$ cat src/rtl/plot_arbiter_pkg.sv
// Shared definitions for the pixel-write arbiter: FSM state encoding,
// visible screen bounds and default field widths of the VGA adapter.
package plot_arbiter_pkg;

  typedef enum logic [1:0] {
    ST_IDLE   = 2'd0,
    ST_SCAN   = 2'd1,
    ST_FINISH = 2'd2
  } state_t;

  localparam int SCREEN_W = 160;
  localparam int SCREEN_H = 120;

  localparam int DEF_X_W = 8;
  localparam int DEF_Y_W = 7;
  localparam int DEF_S_W = 5;
  localparam int DEF_C_W = 3;

endpackage

$ cat src/rtl/rr_picker.sv
// Combinational round-robin picker.
//   req        : level requests, one bit per requester
//   last       : index of the most recently served requester
//   winner_oh  : one-hot winner (all zero when req == 0)
//   winner_idx : binary index of the winner (0 when req == 0)
// The search starts at last+1 and wraps, so the previous winner has the
// lowest priority.
module rr_picker #(
  parameter int NREQ  = 3,
  parameter int IDX_W = (NREQ > 1) ? $clog2(NREQ) : 1
) (
  input  logic [NREQ-1:0]  req,
  input  logic [IDX_W-1:0] last,
  output logic [NREQ-1:0]  winner_oh,
  output logic [IDX_W-1:0] winner_idx
);

  int               j;
  logic [IDX_W-1:0] idx;

  // Walk from the farthest candidate to the nearest so the nearest
  // requesting index (highest priority) is the final assignment.
  always_comb begin
    winner_oh  = '0;
    winner_idx = '0;
    j          = 0;
    idx        = '0;
    for (int k = NREQ; k >= 1; k--) begin
      j   = (int'(last) + k) % NREQ;
      idx = IDX_W'(j);
      if (req[idx]) begin
        winner_oh      = '0;
        winner_oh[idx] = 1'b1;
        winner_idx     = idx;
      end
    end
  end

endmodule

$ cat src/rtl/plot_arbiter.sv
// Shares the single VGA pixel-write port between NREQ rectangle-drawing
// requesters. A winner is chosen round-robin in IDLE, its rectangle is
// latched and scanned one pixel per clock, then a one-cycle done pulse is
// returned to it.
//   clk, reset          : clock, asynchronous active-high reset
//   req                 : level request per requester, held until done
//   rect_x/y/w/h/c      : packed per-requester rectangle fields
//   grant               : one-hot, high while that rectangle is scanned
//   done                : one-cycle completion pulse
//   busy                : FSM not in IDLE
//   vga_x/y/colour/plot : pixel write port of the VGA adapter
module plot_arbiter
  import plot_arbiter_pkg::*;
#(
  parameter int NREQ = 3,
  parameter int X_W  = DEF_X_W,
  parameter int Y_W  = DEF_Y_W,
  parameter int S_W  = DEF_S_W,
  parameter int C_W  = DEF_C_W
) (
  input  logic              clk,
  input  logic              reset,
  input  logic [NREQ-1:0]   req,
  input  logic [NREQ*X_W-1:0] rect_x,
  input  logic [NREQ*Y_W-1:0] rect_y,
  input  logic [NREQ*S_W-1:0] rect_w,
  input  logic [NREQ*S_W-1:0] rect_h,
  input  logic [NREQ*C_W-1:0] rect_c,
  output logic [NREQ-1:0]   grant,
  output logic [NREQ-1:0]   done,
  output logic              busy,
  output logic [X_W-1:0]    vga_x,
  output logic [Y_W-1:0]    vga_y,
  output logic [C_W-1:0]    vga_colour,
  output logic              vga_plot
);

  localparam int IDX_W = (NREQ > 1) ? $clog2(NREQ) : 1;

  state_t state, state_nxt;

  logic [IDX_W-1:0] last;
  logic [NREQ-1:0]  win_oh;
  logic [NREQ-1:0]  pick_oh;
  logic [IDX_W-1:0] pick_idx;

  logic [X_W-1:0] xs [NREQ];
  logic [Y_W-1:0] ys [NREQ];
  logic [S_W-1:0] ws [NREQ];
  logic [S_W-1:0] hs [NREQ];
  logic [C_W-1:0] cs [NREQ];

  logic [X_W-1:0] x0;
  logic [Y_W-1:0] y0;
  logic [S_W-1:0] w0, h0;
  logic [C_W-1:0] c0;
  logic [S_W-1:0] cx, cy, cx_nxt, cy_nxt;
  logic [X_W-1:0] px_nxt;
  logic [Y_W-1:0] py_nxt;
  logic           pick_zero, last_col, last_pix;

  for (genvar i = 0; i < NREQ; i++) begin : g_fields
    assign xs[i] = rect_x[i*X_W +: X_W];
    assign ys[i] = rect_y[i*Y_W +: Y_W];
    assign ws[i] = rect_w[i*S_W +: S_W];
    assign hs[i] = rect_h[i*S_W +: S_W];
    assign cs[i] = rect_c[i*C_W +: C_W];
  end

  rr_picker #(.NREQ(NREQ), .IDX_W(IDX_W)) u_picker (
    .req        (req),
    .last       (last),
    .winner_oh  (pick_oh),
    .winner_idx (pick_idx)
  );

  function automatic logic on_screen(input logic [X_W-1:0] px, input logic [Y_W-1:0] py);
    return (int'(px) < SCREEN_W) && (int'(py) < SCREEN_H);
  endfunction

  assign pick_zero = (ws[pick_idx] == '0) || (hs[pick_idx] == '0);

  // Raster walk: cx runs fastest, wraps at the rectangle width.
  assign last_col = (cx == w0 - 1'b1);
  assign last_pix = last_col && (cy == h0 - 1'b1);
  assign cx_nxt   = last_col ? '0 : cx + 1'b1;
  assign cy_nxt   = last_col ? cy + 1'b1 : cy;
  assign px_nxt   = x0 + X_W'(cx_nxt);
  assign py_nxt   = y0 + Y_W'(cy_nxt);

  always_comb begin
    state_nxt = state;
    unique case (state)
      ST_IDLE:   if (|req) state_nxt = pick_zero ? ST_FINISH : ST_SCAN;
      ST_SCAN:   if (last_pix) state_nxt = ST_FINISH;
      ST_FINISH: state_nxt = ST_IDLE;
      default:   state_nxt = ST_IDLE;
    endcase
  end

  always_ff @(posedge clk or posedge reset) begin
    if (reset) state <= ST_IDLE;
    else       state <= state_nxt;
  end

  // Control and pixel-port registers. The vga_* registers are loaded with
  // the next pixel on the same edge the counters advance, so the pixel at
  // (x0,y0) is visible in the first SCAN cycle and values hold afterwards.
  always_ff @(posedge clk or posedge reset) begin
    if (reset) begin
      last       <= IDX_W'(NREQ - 1);
      win_oh     <= '0;
      cx         <= '0;
      cy         <= '0;
      vga_x      <= '0;
      vga_y      <= '0;
      vga_colour <= '0;
      vga_plot   <= 1'b0;
    end else begin
      unique case (state)
        ST_IDLE: begin
          if (|req) begin
            last   <= pick_idx;
            win_oh <= pick_oh;
            cx     <= '0;
            cy     <= '0;
            if (!pick_zero) begin
              vga_x      <= xs[pick_idx];
              vga_y      <= ys[pick_idx];
              vga_colour <= cs[pick_idx];
              vga_plot   <= on_screen(xs[pick_idx], ys[pick_idx]);
            end
          end
        end
        ST_SCAN: begin
          cx <= cx_nxt;
          cy <= cy_nxt;
          if (last_pix) begin
            vga_plot <= 1'b0;
          end else begin
            vga_x    <= px_nxt;
            vga_y    <= py_nxt;
            vga_plot <= on_screen(px_nxt, py_nxt);
          end
        end
        default: vga_plot <= 1'b0;
      endcase
    end
  end

  // Rectangle latch: captured only at grant, ignored for the rest of the scan.
  always_ff @(posedge clk) begin
    if (state == ST_IDLE && (|req)) begin
      x0 <= xs[pick_idx];
      y0 <= ys[pick_idx];
      w0 <= ws[pick_idx];
      h0 <= hs[pick_idx];
      c0 <= cs[pick_idx];
    end
  end

  assign grant = (state == ST_SCAN)   ? win_oh : '0;
  assign done  = (state == ST_FINISH) ? win_oh : '0;
  assign busy  = (state != ST_IDLE);

endmodule
$ cat config.mk
export PLATFORM = sky130hd
export DESIGN_NAME = plot_arbiter
export DESIGN_NICKNAME = d
export VERILOG_FILES = /design/src/rtl/plot_arbiter_pkg.sv /design/src/rtl/rr_picker.sv /design/src/rtl/plot_arbiter.sv
export SDC_FILE = /design/constraint.sdc
export NUM_CORES = 1
export LEC_CHECK = 0
export ABC_AREA = 1
export CORE_AREA = 2 2 101 112
export CTS_CLUSTER_DIAMETER = 60
export DETAILED_ROUTE_END_ITERATION = 10
export DIE_AREA = 0 0 103 114
export HOLD_SLACK_MARGIN = 0.03
export PLACE_DENSITY = 0.7
export SKIP_LAST_GASP = 1
export SLEW_MARGIN = 30
export SYNTH_ARGS = -nofsm -noshare
export SYNTH_HDL_FRONTEND = slang
export SYNTH_HIERARCHICAL = 1
export SYNTH_SLANG_ARGS = --single-unit
$ cat constraint.sdc
create_clock -name clk -period 3.3 [get_ports clk]
set_input_delay 0.33 -clock clk [delete_from_list [all_inputs] [get_ports clk]]
set_output_delay 0.33 -clock clk [all_outputs]
set_load 0.1 [all_outputs]
==> results.toml, run 1 <==
[worst_setup_path]
crit_required_ps = 3510
worstPathArrival_ps = 3230
cp_slowest_stage_delay_ps = 400
crit_path_max_fanout = 17
critical_path.slowest_cell = "dfrtp_1"
crit_family = "simple AND/OR/NAND/NOR gates"
cp-end-kind = "flop"
critical_path.startpoint_type = "flop"
cp.buffers_inverters = 6
path_cells = "inv_1, ha_1, inv_2, a21oi_1, o21ai_1, nand2_2, inv_2, nand2_1, nand2_1, inv_2, nand2_4, inv_4, nand2_1, o21ai_0, nor2_1, nand3_4, nand3_4, nand2_8, buf_4, nor2_1, a21oi_2"
path_class = "reg -> reg"

[clocking]
clock-sinks = 61
clk_path_buf_depth = 2
cts_tree = "yes"
clockRootBuffer = "clkbuf_16"
cts.reportedPaths.clkPinSlew_ps = 60
clkLatencyLatePin_ps = 330
cts_buffers = 9
holdBufCountCts = 0
cts_max_level = 3

[timing]
setup_viol = 0
min_period_over_period_pct = 91.52
max_freq_ghz = 0.3311
slew_violations = 0
fin_crit_ps = 3020
grt_setup_unrepaired = "false"
finClkSkew_ps = 6.323
finalSetupTns_ps = 0
hold_violations = 0
slew_headroom_pct = 32.29
worst-slew-pin-transition_ps = 1013

[global_routing]
grt.total_usage_pct = 23.87
antenna_found_initial = 0
grt_pass1_wl_mm = 21.59
grt-ovfl-total = 0
grt_start_max_net_pins = 37
grt_pass1_vias = 4551

[drt]
vias = 4613
drc = 0
routedWlPerCell_um = 14.03
vias_per_cell = 4.881
ant_nets = 0
drt_iter0_markers = 240
wl_mm = 13.26
firstDrtPassIters = 5

[min_path]
hold_class = "in -> async"

[die]
dieArea_um2 = 11740
ioPinCount = 115
initial_core_util_pct = 43.70
rows = 40
die_w_um = 103
core_area_um2 = 10710
fp.dieH_um = 114

[synthesis]
syn-instance-count = 665
synth_edf_count = 25
synth_top_area_share_pct = 18.71
yosysWarnings = 6
ys_seq_area_share_pct = 35.31
async_flop_share_pct = 59.02
synthDistinctLibCells = 42
avgSynthCellArea_um2 = 7.039
ys_top_cells_by_area = "dfrtp_1 (19%), nand2_1 (16%), edfxtp_1 (16%)"
synth-main-ff-cell = "dfrtp_1"
post-synth-top-area-cell = "dfrtp_1"
yosys_register_bits = 61
syn-num-nets = 774
synthesis.area_um2 = 4681

[finish]
diodes = 0
final_cells = 945
final_nets = 902
seqCellArea_um2 = 1653
final.fill_count = 1039
drive_gt1_share_pct = 11.28
syn_to_final_growth_pct = 36.86
multi_input_area_um2 = 2525

[placed_design]
dp_hpwl_mm = 10.54
place_inst = 927
finalWeightedCongestion = 0.8249
io_buffers = 114

[status]
status = "finished, final reports clean"

[job]
cap_violations = 0
[final timing paths]
kind	slack, ps	startpoint	cells past startpoint	to
worst min-delay path	420	reset	3	vga_colour[2]
worst max register to register	280	last[0]	21	vga_x[3]
worst min register to register	490	vga_colour[2]	2	vga_colour[2]
min in group clk	490	vga_colour[2]	2	vga_colour[2]
max in group asynchronous	2500	reset	3	cx[4]
worst max-delay path	280	last[0]	21	vga_x[3]
[placed cells by master (no fill, tap or decap), drive strengths merged, types with 11 or more instances in the layout]
master / count
xor2: 11
ha: 18
nand2: 214
clkdlybuf4s50: 108
dfrtp: 35
nor2: 83
a21oi: 20
o21ai: 54
buf: 27
edfxtp: 25
nand3: 41
inv: 108
[worst register-to-register path, stage by stage (launching register included)]
cell and delay [ps]:
dfrtp_1 400, inv_1 80, ha_1 380, inv_2 120, a21oi_1 60, o21ai_1 100, nand2_2 110, inv_2 90
nand2_1 50, nand2_1 80, inv_2 110, nand2_4 110, inv_4 70, nand2_1 70, o21ai_0 110, nor2_1 200
nand3_4 120, nand3_4 130, nand2_8 120, buf_4 220, nor2_1 110, a21oi_2 40
[timing repair]
item,in CTS,in global routing
resized for setup,0,3
setup endpoints to repair,0,10
buffers inserted,0,2
[flip-flops by register name, indices dropped and copies added (netlist names)]
| name | count |
|---|---|
| cx | 5 |
| y0 | 7 |
| vga_y | 7 |
| vga_colour | 3 |
| x0 | 8 |
| vga_x | 8 |
| vga_plot | 1 |
| w0 | 5 |
| h0 | 5 |
| last | 2 |
| cy | 5 |
| state | 2 |
| win_oh | 3 |
[final cells by class]
type                    instances  share of cell area (%)
well taps                     147                   2.871
inverters                     107                   6.309
multi-input cells             479                   39.41
flip-flops and latches         61                   25.80
repair buffers                135                   20.63
clock inverters                 6                   1.074
clock buffers                  10                   3.906
[per-stage QoR]
step	worst slack (ps)	utilization, %	hold WS, ps	instance area, um^2
after global routing	34.05	59.81	476.3	6406
after floorplan	566.7	-	486.5	4681
after detailed placement	188.3	56.57	482.8	6058
after global placement	271.1	56.57	474.0	6058
after CTS	156.7	59.54	450.9	6377
final	279.8	59.81	418.4	6406
[cells in the mapped netlist (3+ instances only)]
master     instances
a21oi_2            9
inv_2              5
o21a_1             4
nand2_2            4
buf_4              3
dfrtp_1           35
nand3_2            3
ha_1              18
a21boi_0           3
nor2_4             4
nand3_1           36
nor3_1             3
a21oi_1            8
edfxtp_1          25
a2bb2oi_1          3
nand4_1            9
buf_2              5
nor2_1            77
o21ai_0           46
nand2_4            5
inv_1            101
nand2_1          205
xor2_1            11
nand3b_1           3
a21oi_4            3
o22ai_1            3
o21ai_1            6
clkbuf_1           7
[cells by family (layout without fill, tap and decap cells)]
group	count (synthesis)	after routing	share of synthesized area [%]
and+or+nand+nor	354	354	32.96
buffers and inverters	125	258	11.09
DFF	61	61	35.31
xor gates and xnor gates	12	12	2.245
AOI/OAI and AO/OA	93	93	12.72
adders and majority gates	20	20	5.667
[layer usage]
layer / vias to the layer above / GRT usage, % / part of all wire (%)
met5: - / 0 / 0
met1: 2142 / 29.11 / 42
li1: 2346 / - / -
met4: 0 / 7.456 / 1.5
met3: 15 / 4.473 / 4.2
met2: 110 / 42.16 / 52
Power of run 1 is left out: the tool's default activity adds up to more than one toggle a clock period on the data nets, which glitch-free logic cannot reach.
==> inputs of run 2 (changes only) <==
- CORE_AREA: 2 2 101 112 -> 3 3 102 113
- DIE_AREA: 0 0 103 114 -> 0 0 105 116
==> results.toml, run 2 (synthesis gave the netlist of run 1 again) <==
[placed_design]
placed_cell_area_um2 = 6046
finalWeightedCongestion = 0.8485
io_buffers = 114
dp_hpwl_mm = 10.40

[global_routing]
grt_start_max_net_pins = 37
antenna_found_initial = 0
grtUsageMet3_pct = 3.788
grt.total_usage_pct = 21.29
met2_usage_pct = 39.37
grt_pass1_wl_mm = 20.80
use_met1_pct = 25.42
top_usage_layer = "met2"
grt-ovfl-total = 0
grt_pass1_vias = 4570

[die]
dieArea_um2 = 12180
core_area_um2 = 10440
die_w_um = 105
ioPinCount = 115
rows = 39
initial_core_util_pct = 44.82
fp.dieH_um = 116

[worst_setup_path]
path_cells = "inv_1, ha_1, nor2_1, nand2_1, nand2_1, nand3_1, nand2_1, nand2_1, nand2_1, inv_4, nand2_4, inv_4, buf_4, nand2_1, o21ai_0, buf_4, a21boi_0, a21oi_4"
worstPathArrival_ps = 3310
crit_required_ps = 3510
critical_path.slowest_cell = "dfstp_2"
crit_top_cell = "nand2_1"
cp_slowest_stage_delay_ps = 560
critical_path.startpoint_type = "flop"
cp-end-kind = "flop"
reg2reg_slack_ps = 190
crit_path_max_fanout = 16
path_class = "reg -> reg"

[clocking]
cts_buffers = 9
cts.reportedPaths.clkPinSlew_ps = 60
clockRootBuffer = "clkbuf_16"
clkLatencyLatePin_ps = 330
clk_path_buf_depth = 2
clock-sinks = 61
post-cts-setup-buffer-count = 0
cts_max_level = 3
cts_tree = "yes"

[finish]
final_cell_mix = "nand2_1 (202), clkdlybuf4s50_1 (108), inv_1 (101)"
final_common_cell = "nand2_1"
syn_to_final_growth_pct = 36.17
drive_gt1_share_pct = 11.19
final_cell_area_um2 = 6374
final_nets = 899
final_util_pct = 61.04
largestRegisters = "vga_x: 8 flops, x0: 8 flops"
diodes = 0

[drt]
wl_mm = 12.94
drc = 0
vias = 4572
firstDrtPassIters = 5
ant_nets = 0
routedWlPerCell_um = 13.80
drt_iter0_markers = 178
vias_per_cell = 4.874

[timing]
slew_violations = 0
grt_setup_unrepaired = "true"
holdWs_ps = 419.9
slew_headroom_pct = 32.88
finClkSkew_ps = 7.501
fin_crit_ps = 3107
setup_viol = 0
worst-slew-pin-transition_ps = 1004
hold_violations = 0
max_freq_ghz = 0.3219
min_period_over_period_pct = 94.14

[status]
status = "finished, final reports clean"

[min_path]
hold_class = "in -> async"

[job]
cap_violations = 0
-- run 2: metrics by stage --
step | worst slack (ps) | TNS, ps | instances
floorplan | 566.7 | 0 | 665
detailed placement | 124.0 | 0 | 922
global route | -17.46 | -17.46 | 938
finish | 193.2 | 0 | 938
CTS | 139.3 | 0 | 938
global placement | 289.1 | 0 | 922
-- run 2: final timing paths --
path / startpoint / end / cells after the start
worst max-delay path: last[1] / vga_x[0] / 18
worst min-delay path: reset / vga_colour[1] / 3
worst max register to register: last[1] / vga_x[0] / 18
worst min register to register: vga_colour[1] / vga_colour[1] / 2
max in group asynchronous: reset / last[1] / 3
min in group clk: vga_colour[1] / vga_colour[1] / 2
-- run 2: cell type report --
class | instances | area [um^2]
Inverter | 107 | 409.1
Clock buffer | 9 | 225.2
Fill cell | 989 | 4069
Sequential cell | 61 | 1653
Timing Repair Buffer | 132 | 1299
Clock inverter | 7 | 66.31
Multi-Input combinational cell | 479 | 2542
Tap cell | 143 | 178.9
-- run 2: worst max-delay path, delay by kind of cell, from the launching register on --
| kind | cells | cell delay [ps] |
|---|---|---|
| AO/OA/AOI/OAI | 3 | 650 |
| flip-flops | 1 | 560 |
| AND/OR/NAND/NOR | 9 | 890 |
| adder cells (fa/ha/maj) | 1 | 250 |
| buffers and inverters | 5 | 640 |
-- run 2: what timing repair did --
item | in CTS | in global routing
endpoints found under the setup margin | 0 | 13
gates resized for setup | 0 | 10
hold buffers | 0 | 0
-- run 2: per-layer routing --
layer	routed length [um]	share of wire, %
met1	5508	43
met2	6716	52
met3	533	4.1
met4	180	1.4
met5	0	0
Power of run 2 is left out for the same reason.
